**config.mk**
```make
export PLATFORM = sky130hd
export DESIGN_NAME = ccjiaa_count_sched
export DESIGN_NICKNAME = d
export VERILOG_FILES = /design/src/rtl/ccjiaa_count_pkg.sv /design/src/rtl/ccjiaa_count_core.sv /design/src/rtl/ccjiaa_count_sched.sv
export SDC_FILE = /design/constraint.sdc
export NUM_CORES = 1
export LEC_CHECK = 0
export CAP_MARGIN = 20
export CORE_MARGIN = 3
export CORE_UTILIZATION = 45
export CTS_BUF_LIST = sky130_fd_sc_hd__clkbuf_4
export DETAILED_ROUTE_END_ITERATION = 10
export PLACE_DENSITY = 0.83
export SLEW_MARGIN = 20
export SYNTH_ARGS = -nofsm -noshare
export SYNTH_HDL_FRONTEND = slang
export SYNTH_SLANG_ARGS = --single-unit
```
**constraint.sdc**
```tcl
create_clock -name clk -period 6.15 [get_ports clk]
set_clock_uncertainty 0.1 [all_clocks]
set_input_delay 1.845 -clock clk [delete_from_list [all_inputs] [get_ports clk]]
set_output_delay 1.845 -clock clk [all_outputs]
set_load 0.01 [all_outputs]
```
**src/rtl/ccjiaa_count_pkg.sv**
```systemverilog
// Shared constants for the two-client counter scheduler: state encoding,
// default width and client count, plus a grant decoder.
package ccjiaa_count_pkg;

    localparam int WIDTH_DEF = 8;
    localparam int NREQ      = 2;

    localparam logic [1:0] ST_IDLE = 2'd0;
    localparam logic [1:0] ST_LOAD = 2'd1;
    localparam logic [1:0] ST_RUN  = 2'd2;
    localparam logic [1:0] ST_DONE = 2'd3;

    function automatic logic [NREQ-1:0] client_onehot(input logic idx);
        return idx ? 2'b10 : 2'b01;
    endfunction

endpackage

```
**src/rtl/ccjiaa_count_core.sv**
```systemverilog
// Shared WIDTH-bit up-counter datapath: synchronous load beats enable,
// free-running arithmetic wraps modulo 2^WIDTH.
module ccjiaa_count_core #(
    parameter int WIDTH = 8
) (
    input  logic             clk,
    input  logic             rst_n,
    input  logic             load,
    input  logic [WIDTH-1:0] load_value,
    input  logic             enable,
    output logic [WIDTH-1:0] count
);

    logic [WIDTH-1:0] count_q;
    logic [WIDTH-1:0] count_d;

    always_comb begin
        count_d = count_q;
        if (load) begin
            count_d = load_value;
        end else if (enable) begin
            count_d = count_q + WIDTH'(1);
        end
    end

    always_ff @(posedge clk or negedge rst_n) begin
        if (!rst_n) begin
            count_q <= '0;
        end else begin
            count_q <= count_d;
        end
    end

    assign count = count_q;

endmodule

```
**src/rtl/ccjiaa_count_sched.sv**
```systemverilog
// Round-robin scheduler granting one of two clients a timed run of the
// shared counter; pulses done on completion or abort on early withdrawal.
module ccjiaa_count_sched
    import ccjiaa_count_pkg::*;
#(
    parameter int WIDTH = WIDTH_DEF
) (
    input  logic             clk,
    input  logic             rst_n,
    input  logic [1:0]       req,
    input  logic [WIDTH-1:0] len0,
    input  logic [WIDTH-1:0] len1,
    input  logic             tick,
    output logic [1:0]       gnt,
    output logic             busy,
    output logic [1:0]       done,
    output logic             abort,
    output logic [WIDTH-1:0] count
);

    logic [1:0]       state_q, state_d;
    logic             owner_q, owner_d;
    logic             rr_ptr_q, rr_ptr_d;
    logic [WIDTH-1:0] len_q, len_d;
    logic [1:0]       gnt_q, gnt_d;
    logic [1:0]       done_q, done_d;
    logic             abort_q, abort_d;

    logic             winner;
    logic             owner_req;
    logic             last_step;
    logic             terminal;
    logic             core_load;
    logic             core_enable;

    assign winner    = (req[0] & req[1]) ? rr_ptr_q : req[1];
    assign owner_req = req[owner_q];
    assign last_step = ((count + WIDTH'(1)) == len_q);
    assign terminal  = tick & last_step;

    always_comb begin
        state_d  = state_q;
        owner_d  = owner_q;
        rr_ptr_d = rr_ptr_q;
        len_d    = len_q;
        abort_d  = 1'b0;
        case (state_q)
            ST_IDLE: begin
                if (|req) begin
                    owner_d = winner;
                    len_d   = winner ? len1 : len0;
                    state_d = ST_LOAD;
                end
            end
            ST_LOAD: begin
                // A zero-length run is already complete, so it wins over withdrawal.
                if (len_q == '0) begin
                    state_d = ST_DONE;
                end else if (!owner_req) begin
                    state_d  = ST_IDLE;
                    abort_d  = 1'b1;
                    rr_ptr_d = ~owner_q;
                end else begin
                    state_d = ST_RUN;
                end
            end
            ST_RUN: begin
                if (terminal) begin
                    state_d = ST_DONE;
                end else if (!owner_req) begin
                    state_d  = ST_IDLE;
                    abort_d  = 1'b1;
                    rr_ptr_d = ~owner_q;
                end
            end
            default: begin
                rr_ptr_d = ~owner_q;
                state_d  = ST_IDLE;
            end
        endcase
    end

    // Outputs are registered from the next state so they align with it.
    always_comb begin
        gnt_d  = '0;
        done_d = '0;
        if ((state_d == ST_LOAD) || (state_d == ST_RUN)) begin
            gnt_d = client_onehot(owner_d);
        end
        if (state_d == ST_DONE) begin
            done_d = client_onehot(owner_d);
        end
    end

    always_ff @(posedge clk or negedge rst_n) begin
        if (!rst_n) begin
            state_q  <= ST_IDLE;
            owner_q  <= 1'b0;
            rr_ptr_q <= 1'b0;
            len_q    <= '0;
            gnt_q    <= '0;
            done_q   <= '0;
            abort_q  <= 1'b0;
        end else begin
            state_q  <= state_d;
            owner_q  <= owner_d;
            rr_ptr_q <= rr_ptr_d;
            len_q    <= len_d;
            gnt_q    <= gnt_d;
            done_q   <= done_d;
            abort_q  <= abort_d;
        end
    end

    // Withholding the step on a withdrawing cycle keeps the count frozen at abort.
    assign core_load   = (state_q == ST_LOAD);
    assign core_enable = (state_q == ST_RUN) & tick & (owner_req | last_step);

    ccjiaa_count_core #(
        .WIDTH(WIDTH)
    ) u_core (
        .clk        (clk),
        .rst_n      (rst_n),
        .load       (core_load),
        .load_value ('0),
        .enable     (core_enable),
        .count      (count)
    );

    assign gnt   = gnt_q;
    assign done  = done_q;
    assign abort = abort_q;
    assign busy  = (state_q != ST_IDLE);

endmodule

```
# [Word-level counts from Yosys, hierarchy flattened]
# Index checks and enable logic that the tools add are counted.
[totals] out_inout_bits=14 regBits=25 inputBits=21
[classes] reduce_logical=8 n_addsub=1 n_bitwise=7 n_eq_ne=8 n_mux=25 order_cmp=1
[ops] cell="$mux 8" n=3
[ops] cell="$mux 2" n=8
[ops] cell="$mux 1" n=11
[ops] cell="$add 8x1->8 const B" n=1
[ops] cell="$eq 8x8->1" n=1
[ops] cell="$logic_not 8->1" n=1
[ops] cell="$eq 2x2->1 const B" n=3
[ops] cell="$pmux 2 s3" n=1
[ops] cell="$and 1x1->1" n=4
[ops] cell="$eq 2x1->1 const B" n=2
[ops] cell="$ne 2x2->1 const B" n=2
[ops] cell="$reduce_bool 2->1" n=2
[ops] cell="$pmux 1 s3" n=1
[ops] cell="$reduce_and 3->1" n=1
[ops] cell="$logic_not 2->1" n=1
[ops] cell="$lt 1x2->1 const B" n=1
[ops] cell="$not 1->1" n=2
[ops] cell="$pmux 1 s2" n=1
[ops] cell="$reduce_and 2->1" n=1
[ops] cell="$reduce_or 2->1" n=1
[ops] cell="$logic_or 1x1->1" n=1
[ops] cell="$or 1x1->1" n=1

# [Longest topological paths before layout]
[logic_depth] ltp_word=8 mapped_depth=10 ltp_nobuf=9

# [Hierarchy]
# Synthesis repeated with hierarchy kept, for this count alone.
[unflattened] hier_cells=175 hier_area_um2=1589.0
[by_module_without_submodules] mod="ccjiaa_count_sched" instances=1 cells_each=126 area_each_um2=1138.6
[by_module_without_submodules] mod="ccjiaa_count_core" instances=1 cells_each=49 area_each_um2=450.4

# [Worst setup path after synthesis]
# No wires, ideal clock.
[synth_timing] path_type="input-to-reg" from="input req[0]" to="register gnt_q[1], in the netlist gnt[1]" path_stages=7 slack_ns=2.855 n_path_buf=0 arrival_ns=3.065 setup_ns=0.130 path_cell_list="inv_1 -> o21ai_1 -> a22oi_1 -> o22ai_1 -> o21ba_1 -> ha_1 -> nor2b_1"
[synth_between] elab_chain_len=8 elab_cells_between_ends=18 classes_between="eq/ne (2); mux (13); bitwise (1); reduce/logical (2)"
[synth_lines] element="start, declared" line="ccjiaa_count_sched.sv:10" source="input logic [1:0] req,"
[synth_lines] element="$mux 1 (implied by the code) (2 in a row)" line="ccjiaa_count_sched.sv:37" source="assign owner_req = req[owner_q];"
[synth_lines] element="$mux 2, on equally long branches" line="ccjiaa_count_sched.sv:70, ccjiaa_count_sched.sv:59"
[synth_lines] element="$mux 2, on equally long branches" line="ccjiaa_count_sched.sv:68, ccjiaa_count_sched.sv:57"
[synth_lines] element="$pmux 2 s3 (*)" line="ccjiaa_count_sched.sv:47" source="case (state_q)"
[synth_lines] element="named net state_d[1]" line="ccjiaa_count_sched.sv:21" source="logic [1:0] state_q, state_d;"
[synth_lines] element="$eq 2x1->1 or $eq 2x2->1 (tied branches)" line="ccjiaa_count_sched.sv:87" source="if ((state_d == ST_LOAD) || (state_d == ST_RUN)) begin"
[synth_lines] element="$logic_or 1x1->1 (*)" line="ccjiaa_count_sched.sv:87"
[synth_lines] element="$mux 2 (*)" line="ccjiaa_count_sched.sv:87"
[synth_lines] element="named net gnt_d[1]" line="ccjiaa_count_sched.sv:25" source="logic [1:0] gnt_q, gnt_d;"
[synth_lines] element="end signal, assigned" line="ccjiaa_count_sched.sv:109" source="gnt_q <= gnt_d;"
[synth_lines] element="end, declared" line="ccjiaa_count_sched.sv:25"
# The timed path passes the listed nets; every way through them passes the cells marked *. The select of a mux whose other input is x is not followed.
# A chain may end at the register's enable or synchronous reset.

# [Final worst setup path]
[layout_timing] from="input req[1]" to="register gnt_q[1], in the netlist gnt[1]"
[layout_between] elab_chain_len=8 elab_cells_between_ends=18 classes_between="eq/ne (2); mux (13); bitwise (1); reduce/logical (2)"
[layout_lines] element="$mux 1 (implied by the code) (2 in a row)" line="ccjiaa_count_sched.sv:37"
[layout_lines] element="$mux 2" line="ccjiaa_count_sched.sv:70" source="end else if (!owner_req) begin"
[layout_lines] element="$mux 2" line="ccjiaa_count_sched.sv:68" source="if (terminal) begin"
[layout_lines] element="$pmux 2 s3 (*)" line="ccjiaa_count_sched.sv:47"
[layout_lines] element="named net state_d[0]" line="ccjiaa_count_sched.sv:21"
[layout_lines] element="$eq 2x1->1 or $eq 2x2->1 (tied branches)" line="ccjiaa_count_sched.sv:87"
[layout_lines] element="$logic_or 1x1->1 (*)" line="ccjiaa_count_sched.sv:87"
[layout_lines] element="$mux 2 (*)" line="ccjiaa_count_sched.sv:87"
[layout_lines] element="named net gnt_d[1]" line="ccjiaa_count_sched.sv:25"
# Marked as above.

==> metrics.md <==
| Metric | Value |
|---|---|
| Result of the run | finished, final reports clean |
| Fraction of the core area covered by cells at the end of the flow | 0.5905 |
| Number of top-level pins | 35 |
| DIE HEIGHT | 66.17 um |
| Initial core utilization | 0.4769 |
| Kind of end point of the critical path | register |
| Hold crit path type | reg2reg |
| Aggregate global routing overflow | 0 |
| Final-report setup violation count | 0 |
| Count of cells resized by post-cts repair | 0 |
| Area growth, synth to finish | 23.81% |
| Syn Inst Count | 173 |
| Clock transition at the register clock pins on the worst setup and hold paths after CTS | 140 ps |
| Max capacitance violation total | 0 |
| Number of flip-flops and latches in the synthesized netlist | 25 |
| Place WS | 2016 ps |
| Total vias in the final route | 1336 |
| Worst Hold Launch | owner_q |
| Clk pwr share | 0.105 |
| Worst r2r src | u_core.count[0] |
| Final cycle utilization of the critical path | 0.6122 |
| P_sw | 0.0003091 W |
| Leakage power figure | 0.8762 nW |
| Worst-case vdd ir drop | 272.6 uV |
| Insertion delay to the later sink of the worst-skew pair | 330 ps |
| IO buf count | 34 |
| Mean routed wirelength per cell | 13.54 um |
| Clock period minus final worst setup slack | 3765 ps |
| Pins Over Slew Limit | 0 |
| Drt pass-1 iters | 4 |
| Count of routing violations after the opening detailed-route iteration | 46 |
| DR DRC count | 0 |
| Ant diodes | 0 |
| Nature of the critical path startpoint | primary input |
| Row cnt | 21 |
| Power density normalized to cell area | 357.4 nW/um2 |
| Setup slack after layout | 2385 ps |
| Register-to-register setup slack | 3330 ps |
| Internal power of the cells | 0.0004117 W |
| Switching share of power | 0.4289 |
| Proportion of synthesized chip area in sequential cells | 0.3840 |
| Final #Nets | 232 |
| Hold Buf Count CTS | 0 |
| Global placer's final weighted congestion | 0.8171 |
| Via density per instance | 5.344 |
| Combinational power share | 0.530 |
| Required time reported for the critical path endpoint | 6280 ps |
| CTS H-Tree Depth | 1 |
| GRT Resource Usage Total | 0.1700 |
| CTS Buf Count | 3 |
| Arrival time at the worst endpoint | 3890 ps |
| Sum Neg Setup Slack | 0 ps |
| RSZ-0062 raised after global routing | no |
| Number of unique standard cell types used by synthesis | 39 |
| Fraction of layout instances using a drive strength above 1 | 0.04902 |
| Headroom to the max-slew limit | 0.3798 |
| Capture endpoint of the worst hold path | rr_ptr_q |
| Horizontal die dimension | 66.17 um |
| Transition time at the pin with the least slew margin | 924.2 ps |
| Via count of the first global-routing pass | 1336 |
| Clock tree from TritonCTS | done |
| Half-perimeter wire length after placement | 2657 um |
| Setup Crit Path Kind | in2reg |
| Clock sink count | 25 |
| Total Die Area | 4378 um2 |
| Post-Syn Area | 1629 um2 |
| Fmax | 0.2656 GHz |
| Clock root buffer master | sky130_fd_sc_hd__clkbuf_4 |
| Routed wire length | 3385 um |
| Antenna violation net count after detailed routing | 0 |
| Core Region | 3416 um2 |
| Wire length of the first global-routing pass | 5816 um |
| Antenna violations before repair | 0 |
| Maximum number of pins on one net before global-route repair | 26 |
| Post-synthesis net count | 200 |
| Post-CTS setup-driven buffer insertion count | 0 |
| Critical Path Fanout Max | 18 |
| Register-to-Register Path Depth | 8 |
| Hold Fails Final Rpt | 0 |
| Sequential fraction of design power | 0.364 |
| Maximum root-to-sink buffer count | 2 |
| Cell count of the worst hold path | 1 |
| Mean post-synth cell area | 9.417 um2 |
| Post-route worst hold slack | 430.6 ps |
| Endpoint of the most critical register-to-register path | gnt[1] |
| Total of warnings raised by yosys | 0 |
## final cells by class
type	instances	area [um2]
clock buffers	3	22.52
clock inverters	1	5.005
fillers	325	1399
inverters	9	33.78
multi-input cells	131	929.6
flip-flops and latches	25	625.6
well taps	46	57.56
repair buffers	35	342.8
## cell families (layout without fill, tap and decap cells)
logic type / after synthesis / in the layout / synth area share
AOI/OAI and AO/OA: 32 / 32 / 0.1375
adders and majority gates: 6 / 6 / 0.04608
and+or+nand+nor: 64 / 64 / 0.2127
xor gates and xnor gates: 12 / 12 / 0.06452
DFF: 25 / 25 / 0.3840
buffers and inverters: 17 / 48 / 0.04531
muxes: 17 / 17 / 0.1098
## cells in the mapped netlist
| cell | count | share of area |
|---|---|---|
| sky130_fd_sc_hd__a211oi_1 | 1 | 0.0046 |
| sky130_fd_sc_hd__a21o_1 | 1 | 0.0046 |
| sky130_fd_sc_hd__a21oi_1 | 4 | 0.012 |
| sky130_fd_sc_hd__a22oi_1 | 1 | 0.0046 |
| sky130_fd_sc_hd__a32o_1 | 1 | 0.0061 |
| sky130_fd_sc_hd__and2_0 | 1 | 0.0038 |
| sky130_fd_sc_hd__and2_1 | 3 | 0.012 |
| sky130_fd_sc_hd__and3_1 | 1 | 0.0038 |
| sky130_fd_sc_hd__and4_1 | 1 | 0.0054 |
| sky130_fd_sc_hd__buf_1 | 2 | 0.0046 |
| sky130_fd_sc_hd__buf_2 | 2 | 0.0061 |
| sky130_fd_sc_hd__buf_6 | 1 | 0.0069 |
| sky130_fd_sc_hd__clkbuf_1 | 3 | 0.0069 |
| sky130_fd_sc_hd__dfrtp_1 | 25 | 0.38 |
| sky130_fd_sc_hd__ha_1 | 6 | 0.046 |
| sky130_fd_sc_hd__inv_1 | 9 | 0.021 |
| sky130_fd_sc_hd__mux2_1 | 7 | 0.048 |
| sky130_fd_sc_hd__mux2i_1 | 10 | 0.061 |
| sky130_fd_sc_hd__nand2_1 | 18 | 0.041 |
| sky130_fd_sc_hd__nand3_1 | 6 | 0.018 |
| sky130_fd_sc_hd__nand3_4 | 1 | 0.011 |
| sky130_fd_sc_hd__nand3b_1 | 1 | 0.0046 |
| sky130_fd_sc_hd__nand4_1 | 2 | 0.0077 |
| sky130_fd_sc_hd__nor2_1 | 12 | 0.028 |
| sky130_fd_sc_hd__nor2b_1 | 9 | 0.035 |
| sky130_fd_sc_hd__nor3_1 | 1 | 0.0031 |
| sky130_fd_sc_hd__nor4_1 | 3 | 0.012 |
| sky130_fd_sc_hd__nor4_4 | 1 | 0.013 |
| sky130_fd_sc_hd__o211ai_1 | 1 | 0.0046 |
| sky130_fd_sc_hd__o21ai_0 | 9 | 0.028 |
| sky130_fd_sc_hd__o21ai_1 | 4 | 0.012 |
| sky130_fd_sc_hd__o21ba_1 | 2 | 0.012 |
| sky130_fd_sc_hd__o22ai_1 | 3 | 0.012 |
| sky130_fd_sc_hd__o31ai_1 | 3 | 0.014 |
| sky130_fd_sc_hd__o31ai_4 | 1 | 0.013 |
| sky130_fd_sc_hd__o32ai_2 | 1 | 0.010 |
| sky130_fd_sc_hd__or3_1 | 4 | 0.015 |
| sky130_fd_sc_hd__xnor2_1 | 9 | 0.048 |
| sky130_fd_sc_hd__xor2_1 | 3 | 0.016 |
## routing by layer
metal | part of all wire | routed length, um | track usage | vias up
li1 | - | - | - | 671
met1 | 0.44 | 1492 | 0.2087 | 618
met2 | 0.49 | 1647 | 0.2875 | 38
met3 | 0.050 | 168 | 0.03571 | 9
met4 | 0.023 | 77 | 0.06853 | 0
met5 | 0 | 0 | 0 | -
## worst max-delay path by stage
| stage | from | endpoint | slack (ps) | depth (start not counted) |
|---|---|---|---|---|
| final | req[1] | gnt[1] | 2380 | 6 |
| after CTS | req[1] | gnt[1] | 2380 | 6 |
| after global routing | req[1] | gnt[1] | 2260 | 6 |
| after detailed placement | req[1] | gnt[1] | 2020 | 6 |
| after global placement | req[1] | gnt[1] | 2030 | 6 |
| after floorplan | req[0] | gnt[1] | 2850 | 7 |
## critical path, stage by stage
cell                              delay, ps
sky130_fd_sc_hd__clkdlybuf4s50_1        450
sky130_fd_sc_hd__o21ai_1                740
sky130_fd_sc_hd__o211ai_1               170
sky130_fd_sc_hd__o21ba_1                250
sky130_fd_sc_hd__ha_1                   310
sky130_fd_sc_hd__nor2b_1                130
## cell usage in the layout, fill, tap and decap left out, types with 2 or more instances in the layout
cell type	n
sky130_fd_sc_hd__dfrtp_1	25
sky130_fd_sc_hd__o22ai_1	3
sky130_fd_sc_hd__clkbuf_4	3
sky130_fd_sc_hd__mux2i_1	10
sky130_fd_sc_hd__nand3_1	6
sky130_fd_sc_hd__o31ai_1	3
sky130_fd_sc_hd__o21ai_0	9
sky130_fd_sc_hd__nor2b_1	9
sky130_fd_sc_hd__mux2_1	7
sky130_fd_sc_hd__o21ba_1	2
sky130_fd_sc_hd__nand2_1	18
sky130_fd_sc_hd__nor4_1	3
sky130_fd_sc_hd__xnor2_1	9
sky130_fd_sc_hd__inv_1	9
sky130_fd_sc_hd__xor2_1	3
sky130_fd_sc_hd__nor2_1	12
sky130_fd_sc_hd__o21ai_1	4
sky130_fd_sc_hd__and2_1	3
sky130_fd_sc_hd__ha_1	6
sky130_fd_sc_hd__or3_1	4
sky130_fd_sc_hd__a21oi_1	4
sky130_fd_sc_hd__nand4_1	2
sky130_fd_sc_hd__clkdlybuf4s50_1	33
## through the flow
| stage | instances | cell area, um2 | power [W] |
|---|---|---|---|
| after CTS | 250 | 2022 | 0.0007279 |
| after floorplan | 173 | 1629 | 0.0005415 |
| after global placement | 246 | 1994 | 0.0006332 |
| final | 250 | 2017 | 0.0007208 |
| after detailed placement | 246 | 1994 | 0.0006504 |
| after global routing | 250 | 2017 | 0.0007882 |
## sequential cells by signal (all words and copies together), names as in the netlist
signal / cells
owner_q: 1
rr_ptr_q: 1
done: 2
gnt: 2
u_core.count: 8
state_q: 2
abort: 1
len_q: 8
## power by group through the flow
stage                     clock network [W]  logic, W  registers [W]
after floorplan                           0  0.000281       0.000261
after global placement                    0  0.000369       0.000264
after detailed placement                  0  0.000383       0.000268
after CTS                         0.0000785  0.000385       0.000264
after global routing              0.0000880  0.000430       0.000270
final                             0.0000759  0.000382       0.000263
Note: power is estimated with default switching activity, not from simulation.
